**src/rtl/connect4_pkg.sv**
```systemverilog
// ---------------------------------------------------------------------------
// connect4_pkg
// Shared constants for the Connect-4 datapath: board geometry defaults,
// piece colour codes and the drop controller state encoding.
// ---------------------------------------------------------------------------
package connect4_pkg;

    // Default board geometry; row 0 is the top row.
    localparam int C4_COLS = 7;
    localparam int C4_ROWS = 6;

    // Piece colour codes as stored in board RAM.
    localparam logic [1:0] PIECE_NONE = 2'b00;
    localparam logic [1:0] PIECE_A    = 2'b01;
    localparam logic [1:0] PIECE_B    = 2'b10;

    // Drop controller state encoding.
    localparam logic [1:0] ST_IDLE    = 2'd0;
    localparam logic [1:0] ST_FALL    = 2'd1;
    localparam logic [1:0] ST_WRITE   = 2'd2;
    localparam logic [1:0] ST_ADVANCE = 2'd3;

    // True for a colour that belongs to a player (01 or 10).
    function automatic logic valid_piece(input logic [1:0] c);
        return (c == PIECE_A) || (c == PIECE_B);
    endfunction

endpackage

```
**src/rtl/fall_ticker.sv**
```systemverilog
// ---------------------------------------------------------------------------
// fall_ticker
// Dwell counter for the falling-piece animation. Counts 0..FALL_TICKS-1
// while en is high and wraps at terminal count; held at 0 while en is low,
// so each entry into the falling state starts from a fresh count.
//
// Ports:
//   clk    system clock, rising edge
//   reset  asynchronous active-low reset
//   en     count enable (high while the piece is falling)
//   tc     terminal count, high on the last cycle of a row's dwell
// ---------------------------------------------------------------------------
module fall_ticker #(
    parameter int FALL_TICKS = 2
) (
    input  logic clk,
    input  logic reset,
    input  logic en,
    output logic tc
);

    localparam int CW = (FALL_TICKS > 1) ? $clog2(FALL_TICKS) : 1;

    logic [CW-1:0] cnt;

    assign tc = en && (cnt == CW'(FALL_TICKS - 1));

    // NOTE: sequential state uses non-blocking assignments so every flop
    // samples values from before the edge, independent of block ordering.
    always_ff @(posedge clk or negedge reset) begin
        if (!reset) begin
            cnt <= '0;
        end else if (!en || tc) begin
            cnt <= '0;
        end else begin
            cnt <= cnt + 1'b1;
        end
    end

endmodule

```
**src/rtl/drop_controller.sv**
```systemverilog
// ---------------------------------------------------------------------------
// drop_controller
// Accepts a column request from the player input path, checks the column
// has room, animates the piece falling row by row for the VGA overlay,
// writes the piece into board RAM and pulses the turn tracker once per
// completed move.
//
// Ports:
//   clk, reset            clock and asynchronous active-low reset
//   turn[1:0]             current player colour (01/10 valid)
//   col_sel[2:0]          requested column
//   drop_req              single-cycle move request
//   new_game              synchronous clear of board occupancy
//   busy                  controller is not idle
//   anim_valid/row/col    falling-piece overlay
//   wr_en/row/col/colour  board RAM write port (fields hold outside wr_en)
//   turn_enable           one-cycle advance pulse to the turn tracker
//   drop_ack              one-cycle pulse, move completed
//   drop_reject           one-cycle pulse, request refused
//   board_full            every column holds ROWS pieces
// ---------------------------------------------------------------------------
module drop_controller
    import connect4_pkg::*;
#(
    parameter int COLS       = C4_COLS,
    parameter int ROWS       = C4_ROWS,
    parameter int FALL_TICKS = 2
) (
    input  logic       clk,
    input  logic       reset,
    input  logic [1:0] turn,
    input  logic [2:0] col_sel,
    input  logic       drop_req,
    input  logic       new_game,
    output logic       busy,
    output logic       anim_valid,
    output logic [2:0] anim_row,
    output logic [2:0] anim_col,
    output logic       wr_en,
    output logic [2:0] wr_row,
    output logic [2:0] wr_col,
    output logic [1:0] wr_colour,
    output logic       turn_enable,
    output logic       drop_ack,
    output logic       drop_reject,
    output logic       board_full
);

    logic [1:0] state;
    logic [2:0] heights [COLS];
    logic [2:0] col_q;
    logic [2:0] target_q;
    logic [2:0] row_q;
    logic [1:0] colour_q;
    logic [2:0] sel_height;
    logic       accept;
    logic       fall_active;
    logic       tick_tc;
    logic       full;

    // Height of the requested column; an out-of-range column reads as full
    // so it is refused by the same room check.
    always_comb begin
        // NOTE: assign a default before any conditional update so the block
        // stays purely combinational and no latch is inferred.
        sel_height = 3'(ROWS);
        for (int c = 0; c < COLS; c++) begin
            if (col_sel == 3'(c)) sel_height = heights[c];
        end
    end

    always_comb begin
        full = 1'b1;
        for (int c = 0; c < COLS; c++) begin
            if (heights[c] != 3'(ROWS)) full = 1'b0;
        end
    end

    assign accept = (sel_height < 3'(ROWS)) && valid_piece(turn);

    assign fall_active = (state == ST_FALL);

    fall_ticker #(.FALL_TICKS(FALL_TICKS)) u_ticker (
        .clk   (clk),
        .reset (reset),
        .en    (fall_active),
        .tc    (tick_tc)
    );

    always_ff @(posedge clk or negedge reset) begin
        if (!reset) begin
            state       <= ST_IDLE;
            col_q       <= '0;
            target_q    <= '0;
            row_q       <= '0;
            colour_q    <= PIECE_NONE;
            wr_row      <= '0;
            wr_col      <= '0;
            wr_colour   <= PIECE_NONE;
            drop_reject <= 1'b0;
            // NOTE: the height array is only COLS small registers and its
            // contents decide legality of every move, so it is reset too.
            for (int c = 0; c < COLS; c++) heights[c] <= '0;
        end else begin
            drop_reject <= 1'b0;
            if (new_game) begin
                // Aborts any move in flight before its write or advance.
                state <= ST_IDLE;
                for (int c = 0; c < COLS; c++) heights[c] <= '0;
            end else begin
                case (state)
                    ST_IDLE: begin
                        if (drop_req) begin
                            if (accept) begin
                                col_q    <= col_sel;
                                colour_q <= turn;
                                target_q <= 3'(ROWS - 1) - sel_height;
                                row_q    <= '0;
                                state    <= ST_FALL;
                            end else begin
                                drop_reject <= 1'b1;
                            end
                        end
                    end
                    ST_FALL: begin
                        if (tick_tc) begin
                            if (row_q < target_q) begin
                                row_q <= row_q + 3'd1;
                            end else begin
                                // Load the write fields so they are stable
                                // for the whole WRITE cycle and hold after.
                                wr_row    <= target_q;
                                wr_col    <= col_q;
                                wr_colour <= colour_q;
                                state     <= ST_WRITE;
                            end
                        end
                    end
                    ST_WRITE: begin
                        for (int c = 0; c < COLS; c++) begin
                            if (col_q == 3'(c)) heights[c] <= heights[c] + 3'd1;
                        end
                        state <= ST_ADVANCE;
                    end
                    default: begin
                        state <= ST_IDLE;
                    end
                endcase
            end
        end
    end

    assign busy        = (state != ST_IDLE);
    assign anim_valid  = fall_active;
    assign anim_row    = row_q;
    assign anim_col    = col_q;
    assign wr_en       = (state == ST_WRITE);
    assign turn_enable = (state == ST_ADVANCE);
    assign drop_ack    = (state == ST_ADVANCE);
    assign board_full  = full;

endmodule

```
**config.mk**
```make
export PLATFORM = sky130hd
export DESIGN_NAME = drop_controller
export DESIGN_NICKNAME = d
export VERILOG_FILES = /design/src/rtl/connect4_pkg.sv /design/src/rtl/fall_ticker.sv /design/src/rtl/drop_controller.sv
export SDC_FILE = /design/constraint.sdc
export NUM_CORES = 1
export LEC_CHECK = 0
export CAP_MARGIN = 40
export CORE_ASPECT_RATIO = 0.5
export CORE_MARGIN = 2
export CORE_UTILIZATION = 50
export CTS_CLUSTER_DIAMETER = 40
export CTS_CLUSTER_SIZE = 16
export DETAILED_ROUTE_END_ITERATION = 8
export DONT_BUFFER_PORTS = 1
export SYNTH_ARGS = -nofsm -noshare
export SYNTH_HDL_FRONTEND = slang
export SYNTH_SLANG_ARGS = --single-unit
```
**constraint.sdc**
```tcl
create_clock -name clk -period 2.4 [get_ports clk]
set_input_delay 0.24 -clock clk [delete_from_list [all_inputs] [get_ports clk]]
set_output_delay 0.24 -clock clk [all_outputs]
set_load 0.02 [all_outputs]
```
==> results of run 1 <==
## cell usage after synthesis (all sizes together)
| cell type | count |
|---|---|
| a21oi | 12 |
| a221o | 1 |
| a22o | 1 |
| a2bb2oi | 2 |
| and2 | 1 |
| and3 | 1 |
| and3b | 2 |
| buf | 4 |
| clkbuf | 6 |
| dfrtp | 44 |
| ha | 22 |
| inv | 17 |
| mux2 | 14 |
| mux2i | 5 |
| mux4 | 1 |
| nand2 | 16 |
| nand2b | 2 |
| nand3 | 7 |
| nand4 | 6 |
| nor2 | 35 |
| nor2b | 9 |
| nor3 | 1 |
| nor3b | 1 |
| nor4 | 2 |
| o211ai | 1 |
| o21ai | 7 |
| o22ai | 3 |
| o311ai | 1 |
| o31a | 1 |
| or3 | 1 |
| or3b | 1 |
| xnor2 | 8 |
| xor2 | 7 |
## worst paths after layout
path                                endpoint  slack, ps  cells past startpoint
worst max-delay path             anim_row[2]        100                      8
worst min-delay path             anim_col[0]         80                      1
worst max register to register   anim_row[2]        100                      8
worst min register to register  u_ticker.cnt        500                      1
max in group asynchronous        heights[13]       1720                      2
min in group asynchronous        anim_row[0]        480                      2
## per-layer routing
| layer | global-route usage [%] | vias to the layer above |
|---|---|---|
| met3 | 5.97 | 4 |
| met2 | 32.8 | 36 |
| li1 | - | 855 |
| met1 | 29.5 | 862 |
| met5 | 0 | - |
| met4 | 4.61 | 0 |
## sequential cells by signal, indices dropped and copies added, names as in the netlist
register,count
colour_q,2
u_ticker.cnt,1
wr_row,3
wr_col,3
drop_reject,1
heights,21
anim_row,3
state,2
anim_col,3
wr_colour,2
target_q,3
## critical path: stages (launching register included)
cell and delay, ps:
dfrtp_1 420, mux2_2 270, o22ai_1 220, a21oi_2 120, ha_2 210, o31a_1 350, nor4_4 360, and3b_1 210
a221o_1 100
## final cells by class
type	count	area share (%)
Clock buffer	5	2.42
Sequential cell	44	38.8
Timing Repair Buffer	24	7.40
Tap cell	66	2.91
Inverter	17	2.25
Clock inverter	3	1.67
Multi-Input combinational cell	171	44.6
## stage by stage
step / worst slack (ps) / instance area [µm²]
after global placement: 151 / 2590
after CTS: 43.4 / 2760
after detailed placement: 69.9 / 2590
after global routing: -36.5 / 2840
final: 97.5 / 2840
after floorplan: 140 / 2470
## cells by family (layout without fill, tap and decap cells)
logic type               after synthesis  in the layout  share of synthesized area (%)
AO/OA/AOI/OAI                         29             29                           7.25
XOR/XNOR                              15             15                           5.32
adder cells (fa/ha/maj)               22             22                           11.2
buffers and inverters                 27             49                           4.67
flip-flops                            44             44                           44.6
multiplexers                          20             20                           9.94
AND/OR/NAND/NOR                       85             85                           17.0
## report_power, final
group	switching, mW	internal (mW)
Sequential	0.246	0.881
Combinational	0.329	0.271
Clock	0.278	0.314
## timing repair
action | CTS | global route
gates resized for setup | 0 | 4
buffers inserted | 0 | 7
hold buffers | 4 | 1
endpoints found under the setup margin | 0 | 3
hold endpoints to repair | 64 | 1
==> flow_summary.toml, run 1 <==
[floorplanning]
rows = 17
die-area_mm2 = 0.00555
core-area_mm2 = 0.00457
initial_core_util_pct = 54.0
ios = 30
chipHeight_um = 53.7
die_w_um = 103

[flow_run]
drv_cap = 0

[final_layout]
nets = 294
layout_common_cells = "44 x dfrtp_1, 35 x nor2_1, 21 x ha_1"
seq_area_mm2 = 0.00110
drive_gt1_share_pct = 18.2
area_growth_pct = 15.1
multiInputGateArea_mm2 = 0.00127
layout_commonest_cell = "dfrtp_1"
utilization_pct = 62.1
antenna_cells = 0
num-fill-cells = 398
instances_no_fill = 330

[global_route]
grt_max_degree = 45
grt_usage_pct = 21.1
antenna_found_initial = 0
grt_pass1_wl_um = 8670
grt_overflow_total = 0
grt_pass1_vias = 1692

[clock_tree]
cts_tree = "built"
clk_path_buf_depth = 2
clock_sinks = 44
root_buffer = "clkbuf_8"
numCtsBuffers = 5
path_clk_slew_ps = 90
insertion_delay_ps = 300
htree_num_levels = 2

[synthesis]
yosysUniqueCellTypes = 38
ys_top_cells_by_area = "dfrtp_1 45%, ha_1 11%, nor2_1 5.3%, mux2_2 4.6%, xnor2_1 2.8%"
syn-num-nets = 273
yosys.area.top_type_share_pct = 44.6
netlist_instances = 242
avgSynthCellArea_um2 = 10.2
synth_seq_cells = 44
synth_area_leader_cell = "dfrtp_1"
syn_area_mm2 = 0.00247
yosys_warnings = 0
ys_seq_area_share_pct = 44.6

[detailed_routing]
wl_met2_um = 2210
drtIter0Drc = 52
drt.antenna.violating_nets = 0
via_per_inst = 5.32
totalWireLength_um = 5140
post_drt_wl_per_cell_um = 15.6
routed.top_layer = "met4"
drc = 0
wl_met1_um = 2620
dr_total_vias = 1757
dr.pass1.iters = 4
dr_wl_met3_um = 281

[placed_design]
numPortBuffers = 0
dp.final_hpwl_um = 3630
gp_congestion = 0.818
dp_cells = 310

[sta]
clock_skew_ps = 8.24
whs_ps = 84.6
setup_viol = 0
slew_headroom_pct = 43.0
fin_crit_sh_pct = 95.9
setup_tns_ps = 0
fin_crit_ps = 2300
fmax_mhz = 434
tightest_slew_ps = 852
slew_viol_final = 0
hold_viol_final = 0

[setup_path]
critPathLaunch = "heights[13]"
critPathRequiredTime_ps = 2650
worstSetupPathType = "register to register"
crit_fanout = 4
worstPathArrival_ps = 2550
end_kind = "register"
regToRegStartpoint = "heights[13]"
critPathLaunchType = "register"

[status]
status = "finished clean"

[worst_hold_path]
worstHoldStart = "col_sel[0]"
min_path_type = "input pin to register"

[power]
pwr_density_cell_mw_per_mm2 = 816
leakagePower_nw = 1.36
power.total_mw = 2.32
peakVddDrop_v = 0.000325
No activity file was read; power rests on OpenSTA's default activity.
==> inputs of run 2 (changes only) <==
--- a/config.mk
+++ b/config.mk
@@ -13,6 +13,7 @@
 export CTS_CLUSTER_SIZE = 16
 export DETAILED_ROUTE_END_ITERATION = 8
 export DONT_BUFFER_PORTS = 1
+export SLEW_MARGIN = 0
 export SYNTH_ARGS = -nofsm -noshare
 export SYNTH_HDL_FRONTEND = slang
 export SYNTH_SLANG_ARGS = --single-unit
==> results of run 2 <==
Same layout as run 1: the final DEF is identical, and so are final timing and power.
==> RTL change: new RTL, config.mk and constraints of run 1 <==
Reset style: synchronous (`reset`), changed in 2 clocked blocks. Comments in the files are not updated.
--- a/src/rtl/fall_ticker.sv
+++ b/src/rtl/fall_ticker.sv
@@ -27,7 +27,7 @@
 
     // NOTE: sequential state uses non-blocking assignments so every flop
     // samples values from before the edge, independent of block ordering.
-    always_ff @(posedge clk or negedge reset) begin
+    always_ff @(posedge clk) begin
         if (!reset) begin
             cnt <= '0;
         end else if (!en || tc) begin
--- a/src/rtl/drop_controller.sv
+++ b/src/rtl/drop_controller.sv
@@ -87,7 +87,7 @@
         .tc    (tick_tc)
     );
 
-    always_ff @(posedge clk or negedge reset) begin
+    always_ff @(posedge clk) begin
         if (!reset) begin
             state       <= ST_IDLE;
             col_q       <= '0;
Function: differs if reset is asserted again (counterexample within 4 cycles, from zero or initial values and one cycle with reset low); with reset held inactive, the same outputs for 10 cycles.
==> RTL change against run 1 <==
Area after synthesis fell by 1.8%. Maximum frequency rose by 0.32%. Worst setup slack improved by 0.0072 ns. Synthesized cell count rose by 2.5%. Final area fell by 6.2%. Worst hold slack got worse by 0.069 ns. Sequential cell count did not move. Wire length rose by 0.93%. Critical endpoint is now target_q[0]$_SDFFE_PN0P_. Highest routed layer unchanged.
Power is not compared: it rests on default switching activity, and its combinational part moved more than twofold at a synthesized area within 25%.
==> RTL change: results (changes against run 1) <==
Slew HR 0.625 (+0.195); hold crit path type input port to flip-flop; number of max-cap violations 0 (unchanged); initial antenna violation count 0 (unchanged); Post-synth top cells 36 x nand2_1, 34 x nor2_1, 23 x dfxtp_1; Post-synth ARST share 0 (-1.00); largest net degree at the start of global routing 31 (-31%); max incr delay on CP 0.51 ns (+0.09 ns); synthesized instance count 248 (+2.5%); Critical Path Start Type flip-flop; first-pass GRT wire length 8420 µm (-2.9%); net count after synthesis 279 (+2.2%); nets 290 (-1.4%); CTS root buffer clkbuf_8; YS warnings 0 (unchanged); GR Util All Layers 0.210 (-0.000519); fin util 0.588 (-0.0331); Inst Count DP 313 (+0.97%); Post-DP HPWL 3890 µm (+7.1%); Max FO, Critical Path 10 (+6); Synth cell types 42 (+11%); pre-CTS WS 0.0260 ns (-0.0439 ns); number of enable flip-flop cells after synthesis 21 (+21); Final Skew 0.00436 ns (-0.00389 ns); Min-Delay Startpoint turn[0]; WL per Instance 15.9 µm (+2.2%); Clock Path Buffers 2 (unchanged); clk_lat worst skew 0.30 ns (about the same); Worst R2R Start heights[3][1]$_SDFFCE_PN0P_; worst setup slack after layout 0.105 ns (+0.00725 ns); remaining global-route overflow 0 (unchanged); Reg clk slew, reported paths 0.09 ns (about the same); crit path capture target_q[0]$_SDFFE_PN0P_; final cell count without fillers 326 (-1.2%); post-CTS setup buffers 0 (unchanged); post-synthesis sequential area ratio 0.450 (+0.00417); FILL cells 428 (+7.5%); status complete, no violations; H-tree levels 2 (unchanged); placed cell area 0.00253 mm² (-2.3%); detailed router's first-iteration violation count 72 (+38%); detailed-route via count 1,797 (+2.3%); max reg flops 21 (unchanged); Reg-to-Reg End target_q[0]$_SDFFE_PN0P_; ys flop type dfxtp_1; CP arrival 2.49 ns (-0.06 ns); Crit-path slowest cell mux4_2; GP Congestion 0.820 (+0.24%); antenna cells 0 (unchanged); Num CTS Buffers 5 (unchanged); family with the most delay on the worst path multiplexers; largest cells by area after synthesis edfxtp_1 26%, dfxtp_1 19%, ha_1 11%, nand2_1 5.6%, nor2_1 5.3%; Biggest register heights; fraction of final layout cells sized beyond drive strength 1 0.119 (-0.0626); number of global-route vias before repair 1,689 (-0.18%); FF-to-FF path depth 8 (unchanged); seq pwr 845 µW
[RTL change: logic make-up after synthesis]
group,share of synthesized area
compound gates,0.0868
buf+inv,0.0455
fa+ha+maj,0.114
flops,0.450
xor+xnor,0.0398
mux,0.0775
simple gates,0.186
[RTL change: cell type report]
class                   count  area share
multi-input cells         178       0.463
clock inverters             2     0.00376
repair buffers             14      0.0395
clock buffers               6      0.0310
flip-flops and latches     44       0.410
well taps                  66      0.0310
inverters                  16      0.0225
[RTL change: per-stage QoR]
| step | hold slack, ns | TNS (ns) | total power, mW |
|---|---|---|---|
| 6_report | 0.0156 | 0 | 1.49 |
| 4_1_cts | 0.00858 | -0.00310 | 1.48 |
| 2_1_floorplan | 0.330 | 0 | 0.970 |
| 3_5_place_dp | 0.336 | 0 | 1.00 |
| 5_1_grt | 0.00671 | 0 | 1.54 |
| 3_3_place_gp | 0.335 | 0 | 0.999 |
[RTL change: how the worst min path moves through the flow]
stage | end | slack [ns] | depth (start not counted)
6_report | colour_q[1]$_SDFFE_PN0P_ | 0.02 | 1
5_1_grt | colour_q[1]$_SDFFE_PN0P_ | 0.007 | 1
4_1_cts | colour_q[1]$_SDFFE_PN0P_ | 0.009 | 1
3_5_place_dp | colour_q[1]$_SDFFE_PN0P_ | 0.34 | 1
3_3_place_gp | colour_q[1]$_SDFFE_PN0P_ | 0.33 | 1
2_1_floorplan | colour_q[1]$_SDFFE_PN0P_ | 0.33 | 1
[RTL change: routing by layer]
metal / global-route usage / vias up / part of all wire
met5: 0 / - / 0
met4: 0.0733 / 0 / 0.016
met3: 0.0608 / 9 / 0.059
met2: 0.321 / 47 / 0.42
met1: 0.286 / 860 / 0.50
li1: - / 881 / -
